===== src/rtl/circular_shift_right_seq.sv =====
`default_nettype none
// =============================================================================
// Module   : circular_shift_right_seq
// Brief    : Sequential rotate-right unit that rotates by one bit per clock,
//            then presents the result with a single-cycle done pulse.
// Revision : 1.0 - initial release
// =============================================================================
module circular_shift_right_seq #(
    parameter int WIDTH = 16,
    parameter int SHW   = 4
) (
    input  logic             clk,
    input  logic             rst,
    input  logic             start,
    input  logic [WIDTH-1:0] A,
    input  logic [SHW-1:0]   B,
    output logic [WIDTH-1:0] C,
    output logic             busy,
    output logic             done
);

    typedef enum logic [1:0] {
        ST_IDLE  = 2'd0,
        ST_SHIFT = 2'd1,
        ST_DONE  = 2'd2
    } state_t;

    state_t           r_state;
    logic [WIDTH-1:0] r_d;
    logic [SHW-1:0]   r_cnt;
    logic [WIDTH-1:0] r_c;
    logic             r_done;
    logic [WIDTH-1:0] w_rot;

    assign w_rot = {r_d[0], r_d[WIDTH-1:1]};

    always_ff @(posedge clk or posedge rst) begin
        if (rst) begin
            r_state <= ST_IDLE;
            r_d     <= '0;
            r_cnt   <= '0;
            r_c     <= '0;
            r_done  <= 1'b0;
        end else begin
            case (r_state)
                ST_IDLE: begin
                    if (start) begin
                        r_d   <= A;
                        r_cnt <= B;
                        // A zero rotation completes on the accepting edge itself.
                        if (B == '0) begin
                            r_c     <= A;
                            r_done  <= 1'b1;
                            r_state <= ST_DONE;
                        end else begin
                            r_state <= ST_SHIFT;
                        end
                    end
                end
                ST_SHIFT: begin
                    r_d   <= w_rot;
                    r_cnt <= r_cnt - SHW'(1);
                    if (r_cnt == SHW'(1)) begin
                        r_c     <= w_rot;
                        r_done  <= 1'b1;
                        r_state <= ST_DONE;
                    end
                end
                ST_DONE: begin
                    r_done  <= 1'b0;
                    r_state <= ST_IDLE;
                end
                default: begin
                    r_done  <= 1'b0;
                    r_state <= ST_IDLE;
                end
            endcase
        end
    end

    assign C    = r_c;
    assign done = r_done;
    assign busy = (r_state != ST_IDLE);

endmodule
`default_nettype wire

===== config.mk =====
export PLATFORM = sky130hd
export DESIGN_NAME = circular_shift_right_seq
export DESIGN_NICKNAME = d
export VERILOG_FILES = /design/src/rtl/circular_shift_right_seq.sv
export SDC_FILE = /design/constraint.sdc
export NUM_CORES = 1
export LEC_CHECK = 0
export BUFFER_PORTS_ARGS = -buffer_cell sky130_fd_sc_hd__buf_2
export CAP_MARGIN = 5
export CORE_MARGIN = 2
export CORE_UTILIZATION = 45
export CTS_CLUSTER_DIAMETER = 120
export CTS_CLUSTER_SIZE = 8
export DETAILED_ROUTE_END_ITERATION = 12
export PLACE_DENSITY = 0.7
export SYNTH_ARGS = -nofsm -noshare
export SYNTH_HDL_FRONTEND = slang
export SYNTH_SLANG_ARGS = --single-unit

===== constraint.sdc =====
create_clock -name clk -period 1.55 [get_ports clk]
set_input_delay 0.31 -clock clk [delete_from_list [all_inputs] [get_ports clk]]
set_output_delay 0.31 -clock clk [all_outputs]
set_load 0.02 [all_outputs]

==> results.md, run 1 <==
* CTS Buf Count at 5
* Register-to-Register Path Depth at 4
* Syn_nets at 180
* Outcome: complete, but fails checks
* Met3 wire len at 206 um
* Row cnt at 22
* Cell variety after synth at 30
* Reg-to-reg startpoint: r_state[1]$_DFFE_PP0P_
* Critical path cell sequence: buf_6 -> buf_6 -> or2_4 -> buf_6
* Period utilization at 102%
* Endpoint class of the critical path: output port
* Critical path launch point type: flip-flop
* Placer Congestion at 0.832
* Share of post-route cells with drive strength above 1 at 42.1%
* Diodes inserted at 0
* CTS sink count at 39
* Setup violators final at 2
* Clock tree buffer depth at 2
* Setup tns final at -39.2 ps
* Setup Crit Path Kind: reg -> out
* Vias in the first global route at 1442
* Routed WL per cell at 14.7 um
* Worst r2r dst: C[13]$_DFFE_PP0P_
* Global route overflow at 0
* Starting DRT DRC Count at 52
* Seq cells post-synth at 39
* Synth top area cells: dfrtp_1 (55%), mux2i_1 (15%), inv_1 (3.8%)
* Clock Latency Late Sink at 290 ps
* Worst hold path type: in -> async
* Seq/Total Area, Yosys at 54.8%
* Die area at 0.00448 sq mm
* Pin count of the biggest net entering global routing at 40
* Post-Syn Area at 0.00178 sq mm
* IO buf count at 40
* Highest Signal Layer: met4
* Final Max Slew Viols at 0
* CP Capture Point: busy
* Global-route wire length before repair at 6660 um
* Die Height at 66.9 um
* Core Footprint at 0.00374 sq mm
* Measured slew at the worst slew-check pin at 494 ps
* Area Overhead vs Synth at 39.9%
* Critical Path Start: r_state[0]$_DFFE_PP0P_
* Critical Path RT at 1240 ps
* Ports at 41
* LEAKAGE at 1.16 nW
* Setup ws final at -36.2 ps
* H-tree Lvls at 2
* Crit path top cell by count: buf_6
* Placed wire-length estimate at 2650 um
* Hold-fix buffers, CTS at 0
* # DRC at 0
* 1st-pass router iterations at 4
* Antenna-violating nets left at 0
* Root Driver: clkbuf_8
* Critical Path Max Stage Delay at 390 ps
* Area leader, netlist: dfrtp_1
* P per Cell Area at 2020 mW/mm^2
* R2r setup slk at 0 ps
* Die width at 66.9 um
* Highest clock rate at 630 MHz
* Fin util at 66.6%
* Post-Syn Instances at 155
* Clock transition at path regs at 80 ps
* Final wirelength at 3970 um
* Vias at 1348
* TritonCTS clock tree: built
* Relative slew slack at 67.1%
* Total Power at 0.00502 W
* Max Cap Violations at 0
* Initial core utilization at 47.6%
* Nets at 245
* Antenna violations before repair at 0
* Worst EP arrival at 1280 ps
* GRT Total Usage at 20.5%
* IR drop worst, VDD at 0.946 mV
* Number of fill cells at 302
* Violated checks: negative setup slack
* Met2 routed WL at 2010 um
* Final Hold Vio Count at 0
* Clk_skew at 8.69 ps
* WL met1 at 1700 um
* Yosys top cell area share at 54.8%
* Synth Area per Inst at 11.5 sq um
* Vias per cell at 5.01
* Final min period at 1590 ps
* Crit-path slowest cell: dfrtp_1
* Worst Path Max Fanout at 4
* Syn. warnings at 0
* RSZ-0062 raised after global routing: true
metal layers:
layer  track usage, %  vias to the layer above
met3             5.91                        8
met1             24.8                      652
met4             7.40                        0
li1                 -                      657
met5                0                        -
met2             34.8                       31
worst min-delay path by stage:
stage | endpoint | slack [ps]
after global routing | C[6]$_DFFE_PP0P_ | 180
final | C[6]$_DFFE_PP0P_ | 120
after CTS | C[6]$_DFFE_PP0P_ | 140
after floorplan | r_d[15]$_DFFE_PP0P_ | 440
after detailed placement | r_d[9]$_DFFE_PP0P_ | 460
after global placement | r_d[10]$_DFFE_PP0P_ | 450
Yosys cell counts:
| cell type | instances |
|---|---|
| nand2_1 | 15 |
| o21a_1 | 1 |
| nor3b_1 | 2 |
| a21oi_1 | 5 |
| mux2i_1 | 26 |
| buf_6 | 1 |
| nand4bb_1 | 1 |
| o22a_1 | 2 |
| dfrtp_1 | 39 |
| o41ai_1 | 1 |
| or4_1 | 1 |
| o21ai_0 | 12 |
| o22ai_4 | 1 |
| or3b_1 | 1 |
| mux2_1 | 4 |
| ha_1 | 2 |
| o31a_1 | 1 |
| or3_1 | 1 |
| nand2b_1 | 1 |
| o21bai_1 | 1 |
| nor2_1 | 1 |
| buf_2 | 2 |
| o21ai_1 | 3 |
| clkbuf_1 | 4 |
| o21ba_2 | 1 |
| inv_1 | 18 |
| a31oi_1 | 1 |
| or2_2 | 1 |
| mux2_2 | 5 |
| buf_4 | 1 |
worst max-delay path: cells and delay by family, from the launching register on:
family,cells,cell delay (ps)
flops,1,390
simple gates,1,220
buf+inv,3,380
state kept, by name, indices dropped and copies added (netlist names):
signal,cells
r_state,2
r_cnt,4
C,16
done,1
r_d,16
per-stage QoR:
stage | hold WS [ps] | worst slack (ps) | std cells | cell area [sq um]
floorplan | 443 | -47.0 | 155 | 1800
global placement | 448 | -150 | 254 | 2170
detailed placement | 459 | -202 | 254 | 2170
CTS | 137 | -39.1 | 268 | 2440
global route | 179 | -75.3 | 269 | 2490
finish | 120 | -36.2 | 269 | 2490
report_power, final:
part | switching [W] | total (W) | leakage (nW) | internal [W]
logic | 0.00112 | 0.00223 | 0.620 | 0.00111
clock network | 0.000361 | 0.00101 | 0.0654 | 0.000644
registers | 0.000286 | 0.00179 | 0.476 | 0.00150
layout make-up:
type	count	area, sq um	area share (%)
Sequential cell	39	976	39.2
Multi-Input combinational cell	90	777	31.2
Timing Repair Buffer	66	479	19.2
Clock buffer	6	72.6	2.91
Inverter	18	67.6	2.71
Clock inverter	2	60.1	2.41
Tap cell	48	60.1	2.41
repair_timing:
| action | CTS | global route |
|---|---|---|
| setup buffers | 5 | 1 |
| resized for setup | 13 | 13 |
| cloned | 1 | 0 |
| hold endpoints to repair | 0 | 0 |
| setup endpoints to repair | 21 | 31 |
| pin swaps | 1 | 1 |
layout by cell type, fill, tap and decap left out, types with 2 or more instances in the layout:
cell type   n
o21ai_0    11
mux2_2      3
inv_1      17
clkbuf_8    5
buf_4      19
o21ai_1     4
o22a_1      2
mux2i_1    25
nand2_1    15
buf_2      39
nor3b_1     2
buf_6       3
buf_12      3
bufinv_16   2
mux2_4      6
dfrtp_1    39
a21oi_1     5
logic make-up (layout without fill, tap and decap cells):
kind of cell / count (synthesis) / in the layout / synth area share (%)
buffers and inverters: 26 / 92 / 6.25
muxes: 35 / 35 / 20.3
adders and majority gates: 2 / 2 / 1.40
AOI/OAI and AO/OA: 29 / 29 / 10.5
and+or+nand+nor: 24 / 24 / 6.81
DFF: 39 / 39 / 54.8
Power figures use the tool's default switching activity.
==> run 2, diff against run 1 <==
- MAX_ROUTING_LAYER: not set -> met4
==> run 2 against run 1 <==
Critical path type unchanged. Global-route usage rose by 0.51 points. Cell count is the same. Critical path depth is the same. Combinational power is essentially flat. Sequential cell count unchanged. Clock-buffer cell count did not move. The run still ends with negative setup slack left. Non-clock buffer count stayed put. Largest cell class unchanged. First-iteration DRC count is 1.9% lower. Clock power about the same. Die area unchanged.
==> results.md, run 2 (synthesized netlist as in run 1, its figures left out) <==
* Outcome: complete, but fails checks (unchanged)
* Violated checks: negative setup slack (unchanged)
* Setup violators final at 4 (was 2)
* Vias in the first global route at 1436 (was 1442)
* Worst r2r dst: C[13]$_DFFE_PP0P_ (unchanged)
* Critical Path RT at 1240 ps (about the same)
* Relative slew slack at 66.9% (was 67.1%)
* Number of fill cells at 302 (unchanged)
* IO buf count at 40 (unchanged)
* Multi-input logic area at 777 sq um (unchanged)
* TritonCTS clock tree: built (unchanged)
* Int Power at 0.00326 W (about the same)
* Critical Path Start: r_state[0]$_DFFE_PP0P_ (unchanged)
* Global route overflow at 0 (unchanged)
* Core Footprint at 0.00374 sq mm (unchanged)
* Starting DRT DRC Count at 51 (was 52)
* Switching pwr at 0.00178 W (was 0.00177 W)
* Period utilization at 103% (was 102%)
* P per Cell Area at 2020 mW/mm^2 (about the same)
* Nets at 245 (unchanged)
* Measured slew at the worst slew-check pin at 496 ps (was 494 ps)
* Critical path launch point type: flip-flop (unchanged)
* Initial core utilization at 47.6% (unchanged)
* Clock tree buffer depth at 2 (unchanged)
* Setup Crit Path Kind: reg -> out (unchanged)
* Pin count of the biggest net entering global routing at 40 (unchanged)
* Critical Path Max Stage Delay at 390 ps (about the same)
* Die Height at 66.9 um (unchanged)
* Sequential share of power at 35.6% (about the same)
* Ports at 41 (unchanged)
* # DRC at 0 (unchanged)
* Critical path depth in cells at 4 (unchanged)
* Worst EP arrival at 1280 ps (about the same)
* Crit path top cell by count: buf_6 (unchanged)
* Clock transition at path regs at 80 ps (about the same)
* IR drop worst, VDD at 0.942 mV (was 0.946 mV)
* RSZ-0062 raised after global routing: true (unchanged)
* Clock power share at 20.1% (was 20.0%)
* Antenna violations before repair at 0 (unchanged)
* Crit-path slowest cell: dfrtp_1 (unchanged)
* Clock Latency Late Sink at 290 ps (about the same)
* Highest clock rate at 628 MHz (was 630 MHz)
* Placed wire-length estimate at 2650 um (unchanged)
* Global-route wire length before repair at 6660 um (unchanged)
* Area Overhead vs Synth at 39.9% (unchanged)
* H-tree Lvls at 2 (unchanged)
* Endpoint class of the critical path: output port (unchanged)
* Worst Path Max Fanout at 4 (unchanged)
* Placer Congestion at 0.844 (was 0.832)
* Vias at 1354 (was 1348)
* Delay-heaviest family, CP: flip-flops (unchanged)
* Register-to-Register Path Depth at 4 (unchanged)
* Final min period at 1590 ps (about the same)
* Most frequent cells in the layout: dfrtp_1 (39), buf_2 (39), mux2i_1 (25) (unchanged)
* Bufs and invs on worst path at 3 (unchanged)
* Critical path cell sequence: buf_6 -> buf_6 -> or2_4 -> buf_6 (unchanged)
* Die width at 66.9 um (unchanged)
* Final wirelength at 3990 um (was 3970 um)
* Vias per cell at 5.03 (was 5.01)
* Dpl ws at -202 ps (unchanged)
* Routed WL per cell at 14.8 um (was 14.7 um)
* Hold-fix buffers, CTS at 0 (unchanged)
* Clk_skew at 7.79 ps (was 8.69 ps)
* GRT Total Usage at 21.0% (was 20.5%)
* CTS Buf Count at 5 (unchanged)
* Antenna-violating nets left at 0 (unchanged)
* Final Hold Vio Count at 0 (unchanged)
* LEAKAGE at 1.16 nW (unchanged)
* Register area at 976 sq um (unchanged)
* CTS sink count at 39 (unchanged)
* Reg-to-reg startpoint: r_state[0]$_DFFE_PP0P_ (was r_state[1]$_DFFE_PP0P_)
* Row cnt at 22 (unchanged)
* Worst hold path type: in -> async (unchanged)
* CP Capture Point: busy (unchanged)
* Switching Share at 35.3% (was 35.2%)
* R2r setup slk at -10 ps (was 0 ps)
* Die area at 0.00448 sq mm (unchanged)
* 1st-pass router iterations at 4 (unchanged)
* Setup tns final at -57.3 ps (was -39.2 ps)
* Setup ws final at -41.7 ps (was -36.2 ps)
* Root Driver: clkbuf_8 (unchanged)
* Max Cap Violations at 0 (unchanged)
* Diodes inserted at 0 (unchanged)
* Final Max Slew Viols at 0 (unchanged)
* Share of post-route cells with drive strength above 1 at 42.1% (unchanged)
* Gate power share at 44.3% (was 44.4%)
[run 2: per-layer routing]
metal	share of wire, %	vias to the layer above	GRT usage (%)
met5	0	-	-
met4	1.9	0	7.40
met3	4.4	8	5.91
met2	49	32	34.8
met1	44	659	24.7
li1	-	655	-
[run 2: power by group through the flow]
stage | clock network [W] | registers [W] | logic, W
2_1_floorplan | 0 | 0.00197 | 0.00109
3_3_place_gp | 0 | 0.00175 | 0.00185
6_report | 0.00101 | 0.00179 | 0.00223
3_5_place_dp | 0 | 0.00178 | 0.00193
5_1_grt | 0.00107 | 0.00185 | 0.00244
4_1_cts | 0.00102 | 0.00178 | 0.00211
[run 2: metrics by stage]
stage               cells  utilization, %  power, W  instance area, sq um  hold WS, ps
detailed placement    254            58.0   0.00371                  2170          459
finish                269            66.6   0.00503                  2490          114
global route          269            66.6   0.00536                  2490          180
CTS                   268            65.3   0.00491                  2440          137
global placement      254            58.0   0.00361                  2170          448
floorplan             155               -   0.00306                  1800          443
[run 2: area by class of cell]
| type | instances | area share, % |
|---|---|---|
| flip-flops and latches | 39 | 39.2 |
| multi-input cells | 90 | 31.2 |
| repair buffers | 66 | 19.2 |
| clock buffers | 6 | 2.91 |
| inverters | 18 | 2.71 |
| clock inverters | 2 | 2.41 |
| well taps | 48 | 2.41 |
[run 2: timing repair]
item / 4_1_cts / 5_1_grt
gates resized for setup: 13 / 13
endpoints found under the setup margin: 21 / 31
gates cloned: 1 / 0
buffers inserted: 5 / 1
pin swaps: 1 / 1
[run 2: worst register-to-register path, stage by stage (launching register included)]
cell and delay [ps]:
dfrtp_1 390, or3b_4 410, o22ai_4 190, buf_12 160, mux2_4 300
[run 2: how the worst min path moves through the flow]
stage	end	slack, ps
2_1_floorplan	r_d[15]$_DFFE_PP0P_	440
3_3_place_gp	r_d[10]$_DFFE_PP0P_	450
3_5_place_dp	r_d[9]$_DFFE_PP0P_	460
4_1_cts	C[6]$_DFFE_PP0P_	140
5_1_grt	r_d[0]$_DFFE_PP0P_	180
6_report	r_d[11]$_DFFE_PP0P_	110
==> run 3, diff against run 2 <==
- PLACE_DENSITY: 0.7 -> 0.68
- clock period: 1.55 -> 2 ns (I/O delays scaled with it)
==> run 3 against run 2 <==
The run now ends clean. Combinational power is 38% lower. Utilization is 8.8 points lower. Global-route usage is 1.4 points lower. Setup slack better by 330 ps. Cell area is 13% lower. Sequential power is 23% lower. Sequential cell count stayed put. Register-to-register slack better by 300 ps. Via count is 6.5% lower. Largest cell class unchanged.
==> results.md, run 3 (synthesized netlist as in run 1, its figures left out) <==
* # DRC at 0 (unchanged)
* Reg-to-reg startpoint: r_state[1]$_DFFE_PP0P_ (was r_state[0]$_DFFE_PP0P_)
* Initial core utilization at 47.6% (unchanged)
* Crit-path slowest cell: or4_1 (was dfrtp_1)
* Highest clock rate at 586 MHz
* Bufs and invs on worst path at 1 (was 3)
* Placed cells at 243 (was 254)
* TritonCTS clock tree: built (unchanged)
* Core Footprint at 0.00374 sq mm (unchanged)
* Share of post-route cells with drive strength above 1 at 31.5% (was 42.1%)
* Post-CTS setup buffer count at 0 (was 5)
* Post-CTS sizing at 0 (was 13)
* Most frequent cells in the layout: buf_2 (40), dfrtp_1 (39), mux2i_1 (26) (was dfrtp_1 (39), buf_2 (39), mux2i_1 (25))
* Critical path cell sequence: or4_1 -> o22ai_4 -> buf_4 -> mux2i_1 (was buf_6 -> buf_6 -> or2_4 -> buf_6)
* Measured slew at the worst slew-check pin at 485 ps (was 496 ps)
* Antenna violations before repair at 0 (unchanged)
* Area Overhead vs Synth at 21.3% (was 39.9%)
* Final Hold Vio Count at 0 (unchanged)
* Period utilization at 85.4%
* Antenna-violating nets left at 0 (unchanged)
* RSZ-0062 raised after global routing: false (was true)
* Final wirelength at 3630 um (was 3990 um)
* R2r setup slk at 290 ps (was -10 ps)
* Vias in the first global route at 1382 (was 1436)
* Fin util at 57.8% (was 66.6%)
* Root Driver: clkbuf_8 (unchanged)
* Setup tns final at 0 ps (was -57.3 ps)
* Most common cell after layout, fill and taps aside: buf_2
* Setup Crit Path Kind: reg -> reg (was reg -> out)
* CTS Buf Count at 5 (unchanged)
* LEAKAGE at 1.01 nW (was 1.16 nW)
* CTS sink count at 39 (unchanged)
* Worst Path Max Fanout at 11 (was 4)
* Final min period at 1710 ps
* Number of fill cells at 344 (was 302)
* Clock tree buffer depth at 2 (unchanged)
* Global route overflow at 0 (unchanged)
* Endpoint class of the critical path: flip-flop (was output port)
* Die width at 66.9 um (unchanged)
* Register-to-Register Path Depth at 4 (unchanged)
* IR drop worst, VDD at 0.766 mV (was 0.942 mV)
* Final Max Slew Viols at 0 (unchanged)
* Relative slew slack at 67.2% (was 66.9%)
* Clock Latency Late Sink at 280 ps (was 290 ps)
* Max Cap Violations at 0 (unchanged)
* Worst EP arrival at 1910 ps (was 1280 ps)
* Die area at 0.00448 sq mm (unchanged)
* Starting DRT DRC Count at 47 (was 51)
* Ports at 41 (unchanged)
* Pin count of the biggest net entering global routing at 40 (unchanged)
* 1st-pass router iterations at 4 (unchanged)
* Placed wire-length estimate at 2670 um (was 2650 um)
* Clk_skew at 2.26 ps (was 7.79 ps)
* Worst r2r dst: C[9]$_DFFE_PP0P_ (was C[13]$_DFFE_PP0P_)
* Die Height at 66.9 um (unchanged)
* Nets at 227 (was 245)
* Vias at 1266 (was 1354)
* Global-route wire length before repair at 6300 um (was 6660 um)
* Setup violators final at 0 (was 4)
* Hold-fix buffers, CTS at 0 (unchanged)
* Routed WL per cell at 14.5 um (was 14.8 um)
* P per Cell Area at 1540 mW/mm^2 (was 2020 mW/mm^2)
* Critical Path Max Stage Delay at 570 ps (was 390 ps)
* H-tree Lvls at 2 (unchanged)
* Vias per cell at 5.04 (was 5.03)
* Placer Congestion at 0.760 (was 0.844)
* Row cnt at 22 (unchanged)
* IO buf count at 40 (unchanged)
* Worst hold path type: in -> async (unchanged)
* Clock transition at path regs at 70 ps (was 80 ps)
* Critical path launch point type: flip-flop (unchanged)
* Critical Path RT at 2210 ps (was 1240 ps)
* Delay-heaviest family, CP: simple AND/OR/NAND/NOR gates (was flip-flops)
* Post-Layout Cell Count at 251 (was 269)
* GRT Total Usage at 19.6% (was 21.0%)
* Diodes inserted at 0 (unchanged)
* Outcome: completed (was complete, but fails checks)
-- run 3: worst max path at each step --
| stage | startpoint | end | slack [ps] | cells past startpoint |
|---|---|---|---|---|
| floorplan | B[1] | C[13]$_DFFE_PP0P_ | 310 | 3 |
| global placement | B[1] | C[4]$_DFFE_PP0P_ | 200 | 5 |
| detailed placement | B[1] | C[9]$_DFFE_PP0P_ | 150 | 5 |
| CTS | r_state[1]$_DFFE_PP0P_ | C[9]$_DFFE_PP0P_ | 280 | 4 |
| global route | r_state[1]$_DFFE_PP0P_ | C[1]$_DFFE_PP0P_ | 180 | 4 |
| finish | r_state[1]$_DFFE_PP0P_ | C[9]$_DFFE_PP0P_ | 290 | 4 |
-- run 3: tightest hold or removal path, delay by kind of cell --
kind / cells / cell delay (ps)
buf+inv: 3 / 550
-- run 3: layout make-up --
class                      count  area (sq um)  share of cell area, %
sequential                    39           976                   45.1
multi-input combinational     90           698                   32.3
timing repair buffer          48           260                   12.0
clock buffer                   8           100                   4.63
inverter                      18          67.6                   3.13
tap                           48          60.1                   2.78
-- run 3: routing by layer --
layer | GRT usage, % | part of all wire, %
met1 | 23.2 | 43
met2 | 32.0 | 50
met3 | 5.07 | 5.1
met4 | 8.16 | 1.7
met5 | - | 0
-- run 3: power by group --
part	internal [W]	switching, W	leakage, nW
sequential	0.00117	0.000212	0.476
combinational	0.000600	0.000790	0.480
clock	0.000314	0.000253	0.0515
-- run 3: per-stage QoR --
stage | total power [W] | hold WS [ps] | setup slack, ps | cell area [sq um]
2_1_floorplan | 0.00234 | 443 | 310 | 1780
3_3_place_gp | 0.00271 | 464 | 202 | 2060
3_5_place_dp | 0.00280 | 476 | 151 | 2060
4_1_cts | 0.00338 | 235 | 277 | 2160
5_1_grt | 0.00360 | 288 | 178 | 2160
6_report | 0.00333 | 218 | 293 | 2160
